`config.mk`:
```
export PLATFORM = sky130hd
export DESIGN_NAME = pe_eject_arbiter
export DESIGN_NICKNAME = d
export VERILOG_FILES = /design/src/rtl/noc_pkg.sv /design/src/rtl/rr_pick.sv /design/src/rtl/pe_eject_arbiter.sv
export SDC_FILE = /design/constraint.sdc
export NUM_CORES = 1
export LEC_CHECK = 0
export CAP_MARGIN = 15
export CORE_MARGIN = 4
export CORE_UTILIZATION = 40
export DETAILED_ROUTE_END_ITERATION = 16
export PLACE_DENSITY = 0.95
export SETUP_SLACK_MARGIN = 0.3
export SLEW_MARGIN = 25
export SYNTH_ARGS = -nofsm -noshare
export SYNTH_HDL_FRONTEND = slang
export SYNTH_SLANG_ARGS = --single-unit
```
`constraint.sdc`:
```
create_clock -name clk -period 3.25 [get_ports clk]
set_input_delay 0.975 -clock clk [delete_from_list [all_inputs] [get_ports clk]]
set_output_delay 0.975 -clock clk [all_outputs]
set_load 0.02 [all_outputs]
```
`src/rtl/noc_pkg.sv`:
```
// Shared NoC definitions: flit width, flit types, port indices and
// arbiter state encoding used by the router arbiters.
package noc_pkg;

    localparam int FLIT_W = 32;

    localparam logic [1:0] FLIT_IDLE = 2'b00;
    localparam logic [1:0] FLIT_HEAD = 2'b01;
    localparam logic [1:0] FLIT_BODY = 2'b10;
    localparam logic [1:0] FLIT_TAIL = 2'b11;

    localparam int PORT_N = 0;
    localparam int PORT_E = 1;
    localparam int PORT_S = 2;
    localparam int PORT_W = 3;

    typedef enum logic {
        ST_IDLE = 1'b0,
        ST_LOCK = 1'b1
    } arb_state_t;

endpackage

```
`src/rtl/rr_pick.sv`:
```
// Rotate-priority picker: first set req bit searching upward
// from rr_ptr+1 with wrap-around.
module rr_pick #(
    parameter int NREQ  = 4,
    parameter int IDX_W = $clog2(NREQ)
) (
    input  logic [NREQ-1:0]  req,
    input  logic [IDX_W-1:0] rr_ptr,
    output logic             any,
    output logic [IDX_W-1:0] winner
);

    logic [IDX_W-1:0] idx;

    // Walk farthest-to-nearest so the nearest match is the last write.
    always_comb begin
        any    = 1'b0;
        winner = '0;
        idx    = '0;
        for (int i = NREQ; i >= 1; i--) begin
            idx = IDX_W'((int'(rr_ptr) + i) % NREQ);
            if (req[idx]) begin
                any    = 1'b1;
                winner = idx;
            end
        end
    end

endmodule

```
`src/rtl/pe_eject_arbiter.sv`:
```
// Packet-level round-robin arbiter for the switch-to-PE ejection path,
// with a watchdog that releases an owner stalled mid-packet.
module pe_eject_arbiter #(
    parameter int NREQ    = 4,
    parameter int FLIT_W  = noc_pkg::FLIT_W,
    parameter int TIMEOUT = 64
) (
    input  logic                   clk,
    input  logic                   rst,
    input  logic [NREQ-1:0]        req,
    input  logic [NREQ*FLIT_W-1:0] flit_in,
    input  logic                   pe_ready,
    output logic [NREQ-1:0]        gnt,
    output logic [FLIT_W-1:0]      flit_out,
    output logic                   pe_enable,
    output logic                   timeout_err
);

    import noc_pkg::*;

    localparam int IDX_W = $clog2(NREQ);
    localparam int CNT_W = $clog2(TIMEOUT + 1);
    localparam logic [CNT_W-1:0] LAST_IDLE = CNT_W'(TIMEOUT - 1);

    arb_state_t       state;
    logic [IDX_W-1:0] owner;
    logic [IDX_W-1:0] rr_ptr;
    logic [IDX_W-1:0] winner;
    logic [CNT_W-1:0] idle_cnt;
    logic             any;
    logic [FLIT_W-1:0] flits [NREQ];
    logic [FLIT_W-1:0] own_flit;
    logic             accept;
    logic             is_tail;

    always_comb begin
        for (int i = 0; i < NREQ; i++) begin
            flits[i] = flit_in[i*FLIT_W +: FLIT_W];
        end
    end

    assign own_flit = flits[owner];
    assign accept   = req[owner] & pe_ready;
    assign is_tail  = own_flit[FLIT_W-1 -: 2] == FLIT_TAIL;

    rr_pick #(
        .NREQ  (NREQ),
        .IDX_W (IDX_W)
    ) u_pick (
        .req    (req),
        .rr_ptr (rr_ptr),
        .any    (any),
        .winner (winner)
    );

    always_ff @(posedge clk) begin
        if (rst) begin
            state       <= ST_IDLE;
            owner       <= '0;
            rr_ptr      <= IDX_W'(NREQ - 1);
            idle_cnt    <= '0;
            gnt         <= '0;
            flit_out    <= '0;
            pe_enable   <= 1'b0;
            timeout_err <= 1'b0;
        end else begin
            pe_enable   <= 1'b0;
            timeout_err <= 1'b0;
            unique case (state)
                ST_IDLE: begin
                    if (any) begin
                        owner    <= winner;
                        gnt      <= NREQ'(1) << winner;
                        idle_cnt <= '0;
                        state    <= ST_LOCK;
                    end
                end
                ST_LOCK: begin
                    if (accept) begin
                        flit_out  <= own_flit;
                        pe_enable <= 1'b1;
                        idle_cnt  <= '0;
                        if (is_tail) begin
                            gnt    <= '0;
                            rr_ptr <= owner;
                            state  <= ST_IDLE;
                        end
                    end else if (!req[owner]) begin
                        // Only a missing flit counts; PE back-pressure never times out.
                        if (idle_cnt == LAST_IDLE) begin
                            idle_cnt    <= '0;
                            gnt         <= '0;
                            rr_ptr      <= owner;
                            timeout_err <= 1'b1;
                            state       <= ST_IDLE;
                        end else begin
                            idle_cnt <= idle_cnt + CNT_W'(1);
                        end
                    end
                end
                default: state <= ST_IDLE;
            endcase
        end
    end

endmodule

```
### Word-level counts from Yosys, hierarchy flattened

Cells that the tools add are included.

* flip-flop bits (word level): 50
* latch bits: 0
* bits in writable memories: 0
* memory bits (read-only): 0
* input port bits: 135
* output and inout port bits: 38
* word-level logic and storage cells: 83
* memories kept: 0

* add/sub/neg operators: 5
* multipliers: 0
* div/mod/pow operators: 0
* $lt $le $gt $ge: 6
* eq/ne operators: 8
* shift-type cells: 1
* multiplexer cells: 44
* bitwise gates (word level): 3
* reduce and logical (&&, ||, !) cells: 8

Operators with widths (number)
* $bmux W32 S2: 1
* $mux W32: 2
* $mux W7: 4
* $mux W4: 5
* $mux W1: 16
* $mux W2: 8
* $lt A2 B3 Y1 const B: 5
* $pmux W7 S2: 1
* $bmux W1 S2: 5
* $pmux W4 S2: 1
* $reduce_and A4 Y1: 2
* $add A7 B1 Y7 const B: 1
* $eq A7 B6 Y1 const B: 1
* $reduce_and A2 Y1: 3
* $add A2 B1 Y2 const B: 2
* $add A2 B2 Y2 const B: 2
* $ne A2 B2 Y1 const B: 2
* $reduce_or A4 Y1: 1
* $shl A1 B2 Y4 const A: 1
* $ge A3 B3 Y1 const B: 1
* $ne A3 B1 Y1 const B: 1
* $ne A3 B2 Y1 const B: 1
* $ne A3 B3 Y1 const B: 1
* $not A2 Y3: 1
* other kinds (7): 7

### Logic depth before layout (Yosys ltp)

* word-level depth: 10
* gate-level depth with buffers: 8
* mapped depth without buffers: 6

### By module

A second synthesis with hierarchy kept.

* cell total of the unflattened synthesis: 292
* area, all modules: 2805.2 um2

Modules (own cells, without submodules)
* pe_eject_arbiter: instances 1, cells an instance 278, area each 2713.9 um2, seq. area each 1001.0 um2
* rr_pick: instances 1, cells an instance 14, area each 91.3 um2, seq. area each 0.0 um2

### Worst setup path after synthesis

Ideal clock, no wire load.

* path kind: input port to flip-flop
* from: input port req[3]
* to: register gnt[0]
* library setup time: 116 ps
* arrival time: 2167 ps
* required time: 3134 ps
* setup slack: 967 ps
* stages: 5
* buffers on the path: 0
* cell sequence: mux4_2 nor3_4 a31oi_4 and4bb_1 a31o_1

* word-level cells in the longest chain between the ends: 9
* elaborated cells on any way between the ends: 28
* classes of those cells: 4 x eq/ne; 1 x shift; 21 x mux; 1 x bitwise; 1 x reduce/logical

RTL lines
* start: declaration: RTL line pe_eject_arbiter.sv:10 `input logic [NREQ-1:0] req,`
* $bmux W1 S2: RTL line rr_pick.sv:22 `if (req[idx]) begin`
* $mux W1 (not written as such): RTL line rr_pick.sv:22
* $mux W2 (4 in a row): RTL line rr_pick.sv:22
* $shl A1 B2 Y4: RTL line pe_eject_arbiter.sv:73 `gnt <= NREQ'(1) << winner;`
* $mux W4: RTL line pe_eject_arbiter.sv:71 `if (any) begin`
* $pmux W4 S2: RTL line pe_eject_arbiter.sv:69 `unique case (state)`
* end signal: assignment: RTL line pe_eject_arbiter.sv:73
* end: declaration: RTL line pe_eject_arbiter.sv:13 `output logic [NREQ-1:0] gnt,`

Parallel ways exist; a longest one is shown, timed or not. The select of a mux whose other input is x is not followed.
A chain may end at the register's enable or synchronous reset.

### Final worst setup path

* from: input port req[3]
* to: register idle_cnt[5]

* word-level cells in the longest chain between the ends: 8
* elaborated cells on any way between the ends: 20
* classes of those cells: 2 x eq/ne; 16 x mux; 1 x bitwise; 1 x reduce/logical

RTL lines
* $bmux W1 S2: RTL line rr_pick.sv:22
* $mux W1 (not written as such): RTL line rr_pick.sv:22
* $mux W1 (4 in a row): RTL line rr_pick.sv:22
* $ne A2 B2 Y1 (no line)
* $reduce_and A2 Y1 (no line)
* end signal: assignment: RTL line pe_eject_arbiter.sv:97 `idle_cnt <= idle_cnt + CNT_W'(1);`
* end: declaration: RTL line pe_eject_arbiter.sv:29 `logic [CNT_W-1:0] idle_cnt;`

Parallel ways exist; a longest one is shown, timed or not. The select of a mux whose other input is x is not followed.

==> flow_results.org <==
** Logic synthesis
- The synthesized design contains 50 register bits.
- The cell area that synthesis handed to floorplanning was 2780 µm².
- Yosys warning count :: 0
- In the synthesized netlist, the number of instances is 285.
- For this run, the leading register cell type out of synthesis is dfxtp_1.
- The number of different library cells used by synthesis comes to 39.
- Mapped Avg Cell Area :: 9.75 µm²
- The synthesized design contains 0 enable-type register cells.
- Fraction of registers with async set or reset after synthesis :: 0%
- Of the synthesized area, sequential elements account for 36.0%.
- Post-Synthesis Net Count :: 421

** Place
- Timing analysis after detailed placement gives a worst setup slack of 0.306 ns.
- IO Port Bufs :: 172
- Placer's final routability congestion estimate :: 0.778
- Post-detailed-placement half-perimeter wirelength :: 7760 µm

** Worst setup path
- The worst setup path is launched from an input port.
- Class of the most critical setup path :: in -> reg
- At the worst endpoint, the required time is 3.44 ns.
- Largest driver fanout on the critical path :: 7
- Cells on worst reg2reg path :: 6
- STA classifies the critical path endpoint as a flop.
- Worst endpoint data arrival time :: 2.93 ns

** Clocking
- In this run, post-CTS repair resized a total of 0 instances.
- The clock passes through at most 2 buffers.
- TritonCTS built the clock tree.
- The tree built by TritonCTS fans out to 50 sinks.
- CTS placed an instance of clkbuf_8 at the clock tree root.
- Maximum level of the CTS H-tree :: 2
- Clock-pin slew reported for the worst setup and hold paths after clock tree synthesis :: 0.08 ns
- The later pin in the worst-skew pair is clocked with a latency of 0.31 ns.
- In this run the post-CTS setup repair buffer count came out at 0.
- Total CTS buffers :: 5
- After clock tree synthesis, the flow added hold-fix buffers numbering 0.

** Power
- Summing internal, switching and leakage power gives 1.54 mW.
- Dividing total power by cell area gives a power density of 330 nW/µm².
- Worst voltage drop across the vdd grid :: 175 µV
- Leak pwr :: 1.60 nW

** Route
- Dividing the detail-routed via count by the number of cells gives 5.38.
- For this block, the via count after detailed routing is 2862.
- # DRC :: 0
- The final layout contains routed wiring with a total length of 9560 µm.
- Detailed Route Iter0 Violations :: 77
- Antenna viol nets, final :: 0
- First-pass iteration count of the detailed router :: 4
- In the final routed layout, each cell accounts on average for 18.0 µm.

** Floorplan
- The floorplan has 30 rows.
- Die height :: 91.4 µm
- After floorplanning, the core was sized to cover 6760 µm².
- Number of top-level pins :: 173
- Total Die Area :: 8350 µm²
- Chip Width :: 91.4 µm
- For this configuration, the core starts out at a cell density of 41.1%.

** Timing
- Setup slack closes at 0.516 ns.
- Post-route clock skew :: 0.0143 ns
- Max-slew violation count :: 0
- For the pin with the worst max-slew slack, the measured transition is 0.581 ns.
- Endpoints failing hold :: 0
- Counting I/O delays and the setup requirement, the final critical path takes 2.73 ns.
- Measured against its own limit, the worst slew margin works out to 61.3%.
- Final setup violation count :: 0
- Setup repair after global routing left no endpoint under its margin.
- Period Utilization, post-route :: 84.1%
- Sum of negative setup slack :: 0 ns
- Fmax achieved :: 366 MHz

** Final layout
- Area delta synth->final :: 68.1%
- Commonest cells after routing, fill and taps aside :: 172 x clkdlybuf4s50_1, 71 x nand2_1, 48 x dfxtp_1
- Nets :: 587
- Post-route core utilization :: 69.2%
- 0 antenna diodes ended up in the layout.
- Share of cells above drive strength 1 :: 12.2%
- Leaving out fill and tap cells, the most frequent cell in the layout is clkdlybuf4s50_1.

** Global route
- Global routing consumed, over all layers together, 22.4% of the routing resources.
- Residual overflow from global routing :: 0
- Entering global routing, the biggest net connects 34 pins.
- Via count of the first global-routing pass :: 3085
- Global-route wire length before repair :: 14800 µm
- The initial antenna violation count came to 0.

** Hold path
- The path class of the tightest hold or removal check is reg -> reg.
- Worst hold stages :: 2

** Job
- Across the run, the number of max-cap violations was 0.

** Run status
- Outcome :: complete, no violations
## synth_stat cells (2+ instances only)
cell	count	area [µm²]
clkbuf_1	13	48.8
a21oi_1	38	190
nor3_1	3	15.0
o21ai_0	8	40.0
nand2b_1	3	18.8
buf_6	2	22.5
dfxtp_1	50	1000
nand2_1	71	267
nor2b_1	2	12.5
mux2i_1	4	40.0
inv_1	8	30.0
xor2_1	3	26.3
nor2_1	12	45.0
nand3_1	3	15.0
nor4_1	2	12.5
xnor2_1	2	17.5
and3_1	2	12.5
mux4_2	33	743
buf_2	6	30.0
## kinds of logic after synthesis
logic type                 after synthesis  share of synthesized area, %
muxes                                   37                          28.2
xor gates and xnor gates                 5                          1.58
adders and majority gates                1                         0.450
AOI/OAI and AO/OA                       56                          11.8
buffers and inverters                   29                          4.73
DFF                                     50                          36.0
and+or+nand+nor                        107                          17.2
## where the power goes
part	internal (mW)	switching (mW)	leakage, nW	total (mW)
combinational	0.280	0.158	1.14	0.438
clock	0.230	0.208	0.0514	0.438
sequential	0.639	0.0297	0.407	0.668
total	1.15	0.396	1.60	1.54
## metrics by stage
stage / instance area, µm² / hold WS, ns / cells
6_report: 4670 / 0.455 / 532
5_1_grt: 4670 / 0.483 / 532
4_1_cts: 4670 / 0.461 / 532
3_5_place_dp: 4560 / 0.448 / 524
3_3_place_gp: 4560 / 0.442 / 524
2_1_floorplan: 2780 / 0.466 / 285
## worst paths after layout
check	from	to	slack, ns
min	flit_out[24]	flit_out[24]	0.46
max reg2reg	owner[1]	gnt[0]	0.99
max	req[3]	idle_cnt[5]	0.52
min reg2reg	flit_out[24]	flit_out[24]	0.46
## flip-flops by register name (all words and copies together) (netlist names)
signal and cells:
owner 2, flit_out 32, pe_enable 1, idle_cnt 7, timeout_err 1, gnt 4, rr_ptr 2, state 1
## routing by layer
metal  wire length [µm]  track usage, %  up-vias  share of wire (%)
met2               5100            42.6      137                 53
met4                314            9.55        0                3.3
met1               3500            22.6     1345                 37
met5                  0               0        -                  0
li1                   -               -     1354                  -
met3                647            6.30       26                6.8
## cell type report
cell class / instances / area [µm²]
inverter: 8 / 30.0
clock buffer: 6 / 72.6
fill: 510 / 2080
clock inverter: 2 / 37.5
timing repair buffer: 180 / 1780
multi-input combinational: 206 / 1650
tap: 80 / 100
sequential: 50 / 1000
## critical path, stage by stage
cell and delay [ns]:
clkdlybuf4s50_1 0.51, mux4_2 0.60, nor4_1 0.39, o21ai_0 0.16, nand2_1 0.22, nor2_1 0.08
Note: power is estimated with default switching activity, not from simulation.
==> variant (same flow settings) <==
`FLIT_W`: 32 -> 24.
--- a/src/rtl/noc_pkg.sv
+++ b/src/rtl/noc_pkg.sv
@@ -2,7 +2,7 @@
 // arbiter state encoding used by the router arbiters.
 package noc_pkg;
 
-    localparam int FLIT_W = 32;
+    localparam int FLIT_W = 24;
 
     localparam logic [1:0] FLIT_IDLE = 2'b00;
     localparam logic [1:0] FLIT_HEAD = 2'b01;
Interface: changed (resized flit_in and flit_out); port bits go from 173 to 133. No check against the original RTL was run, so the function may have changed too.
==> variant against the unedited design <==
Power fell by 6.8%. Area after synthesis fell by 12%. Clock power fell by 22%. Setup slack got worse by 0.048 ns. Worst hold slack improved by 0.022 ns. Non-clock buffer count fell by 38. Sequential cell count fell by 8. Highest routed layer unchanged. Wire length fell by 19%. Cell area fell by 16%. Maximum frequency fell by 1.7%.
==> variant: results (changes against the unedited design) <==
Parameter                              Value

GRT
  Global-route met1 utilization ... 0.233 (was 0.226)
  Met3 global-route usage ... 0.0596 (was 0.0630)
  Met2 track demand over resource ... 0.396 (was 0.426)
  Global-route wire length before repair ... 12,300 um (was 14,800 um)
  Maximum number of pins on one net before global-route repair ... 30 (was 34)
  Via count of the first global-routing pass ... 2,570 (was 3,085)
  Global-route usage over all layers ... 0.212 (was 0.224)

Synth
  Synth top area cells ... sky130_fd_sc_hd__dfxtp_1 (35%), sky130_fd_sc_hd__mux4_2 (23%), sky130_fd_sc_hd__a21oi_1 (6.4%), sky130_fd_sc_hd__o21ai_0 (6.4%), sky130_fd_sc_hd__nand3_1 (5.5%) (was sky130_fd_sc_hd__dfxtp_1 (36%), sky130_fd_sc_hd__mux4_2 (27%), sky130_fd_sc_hd__nand2_1 (9.6%), sky130_fd_sc_hd__a21oi_1 (6.8%), sky130_fd_sc_hd__clkbuf_1 (1.8%))
  Number of warnings issued by yosys ... 0 (unchanged)
  Post-synthesis cell type count ... 40 (was 39)
  Top cells by count, synth ... sky130_fd_sc_hd__dfxtp_1 (42), sky130_fd_sc_hd__a21oi_1 (31), sky130_fd_sc_hd__o21ai_0 (31), sky130_fd_sc_hd__nand3_1 (27), sky130_fd_sc_hd__mux4_2 (25) (was sky130_fd_sc_hd__nand2_1 (71), sky130_fd_sc_hd__dfxtp_1 (50), sky130_fd_sc_hd__a21oi_1 (38), sky130_fd_sc_hd__mux4_2 (33), sky130_fd_sc_hd__clkbuf_1 (13))
  Post-synth net total ... 350 (was 421)
  Post-synthesis sequential area ratio ... 0.345 (was 0.360)

Clocking
  Post-CTS resize count ... 0 (unchanged)
  Worst skew pair latency ... 0.29 ns (was 0.31 ns)
  Maximum root-to-sink buffer count ... 2 (unchanged)

Timing
  Relative max-transition margin ... 0.525 (was 0.613)
  Fin Clk Skew ... 0.00444 ns (was 0.0143 ns)

Critical path
  Max incr delay on CP ... 0.57 ns (was 0.60 ns)
  Largest fanout on the critical path ... 8 (was 7)
  Cell depth of the worst flop-to-flop path ... 5 (was 6)

Drt
  Drt initial violations ... 150 (was 77)
  Final wirelength ... 7750 um (was 9560 um)
  Post-detailed-route via-to-cell ratio ... 5.66 (was 5.38)

Power
  Max IR drop VDD ... 196 uV (was 175 uV)
  Leakage ... 1.34 nW (was 1.60 nW)

Placement
  Weighted congestion reported at the end of routability-driven placement ... 0.833 (was 0.778)
  Post-Place Worst Slack ... 0.178 ns (was 0.306 ns)
  Port-buffer cells ... 132 (was 172)
  HPWL after DPL ... 6160 um (was 7760 um)

Status
  Run status ... finished, final reports clean (unchanged)

Final layout
  Share of post-route cells with drive strength above 1 ... 0.134 (was 0.122)
  Largest registers ... flit_out x24, idle_cnt x7, gnt x4 (was flit_out x32, idle_cnt x7, gnt x4)
  # nets final ... 476 (was 587)
variant: cell count changes in the layout (fill, tap and decap cells not counted), sizes merged, moves of 3 or more:
cell and change:
a211oi +3, a21oi -7, a32o +3, clkdlybuf4s50 -40
dfxtp -8, inv -4, mux4 -8, nand2 -68
nand3 +24, o21ai +22, or2b +3, or3 +3
variant: final cells by class:
cell class,instances,area [um^2]
Clock buffer,7,86.3
Fill cell,459,2010
Tap cell,75,93.8
Timing Repair Buffer,142,1400
Clock inverter,1,5.00
Sequential cell,42,842
Multi-Input combinational cell,177,1480
Inverter,4,15.0
variant: logic make-up after synthesis:
logic type | after synthesis | share of synthesized area
AOI/OAI and AO/OA | 81 | 0.203
xor gates and xnor gates | 1 | 0.00360
adders and majority gates | 1 | 0.00514
buffers and inverters | 27 | 0.0509
DFF | 42 | 0.345
muxes | 30 | 0.252
and+or+nand+nor | 64 | 0.140
variant: power breakdown:
group	switching [W]	internal (W)
Combinational	0.000220	0.000291
Clock	0.000170	0.000171
Sequential	0.0000399	0.000548
variant: final timing paths:
kind	from	to	slack (ns)
setup reg to reg	owner[0]	flit_out[4]	1.22
hold / removal	flit_out[18]	flit_out[18]	0.48
setup / recovery	req[1]	idle_cnt[0]	0.47
hold reg to reg	flit_out[18]	flit_out[18]	0.48
variant: per-stage QoR:
stage	hold slack [ns]	std cells
3_5_place_dp	0.466	440
4_1_cts	0.478	448
2_1_floorplan	0.453	246
6_report	0.477	448
5_1_grt	0.499	448
3_3_place_gp	0.451	440
variant: metal layers:
layer	routed length [um]	vias up
li1	-	1205
met2	4220	119
met3	663	8
met5	0	-
met1	2800	1204
met4	70	0
variant: worst min-delay path, delay by kind of cell (launching register included):
family / cells / cell delay (ns)
AO/OA/AOI/OAI: 2 / 0.12
flip-flops: 1 / 0.31
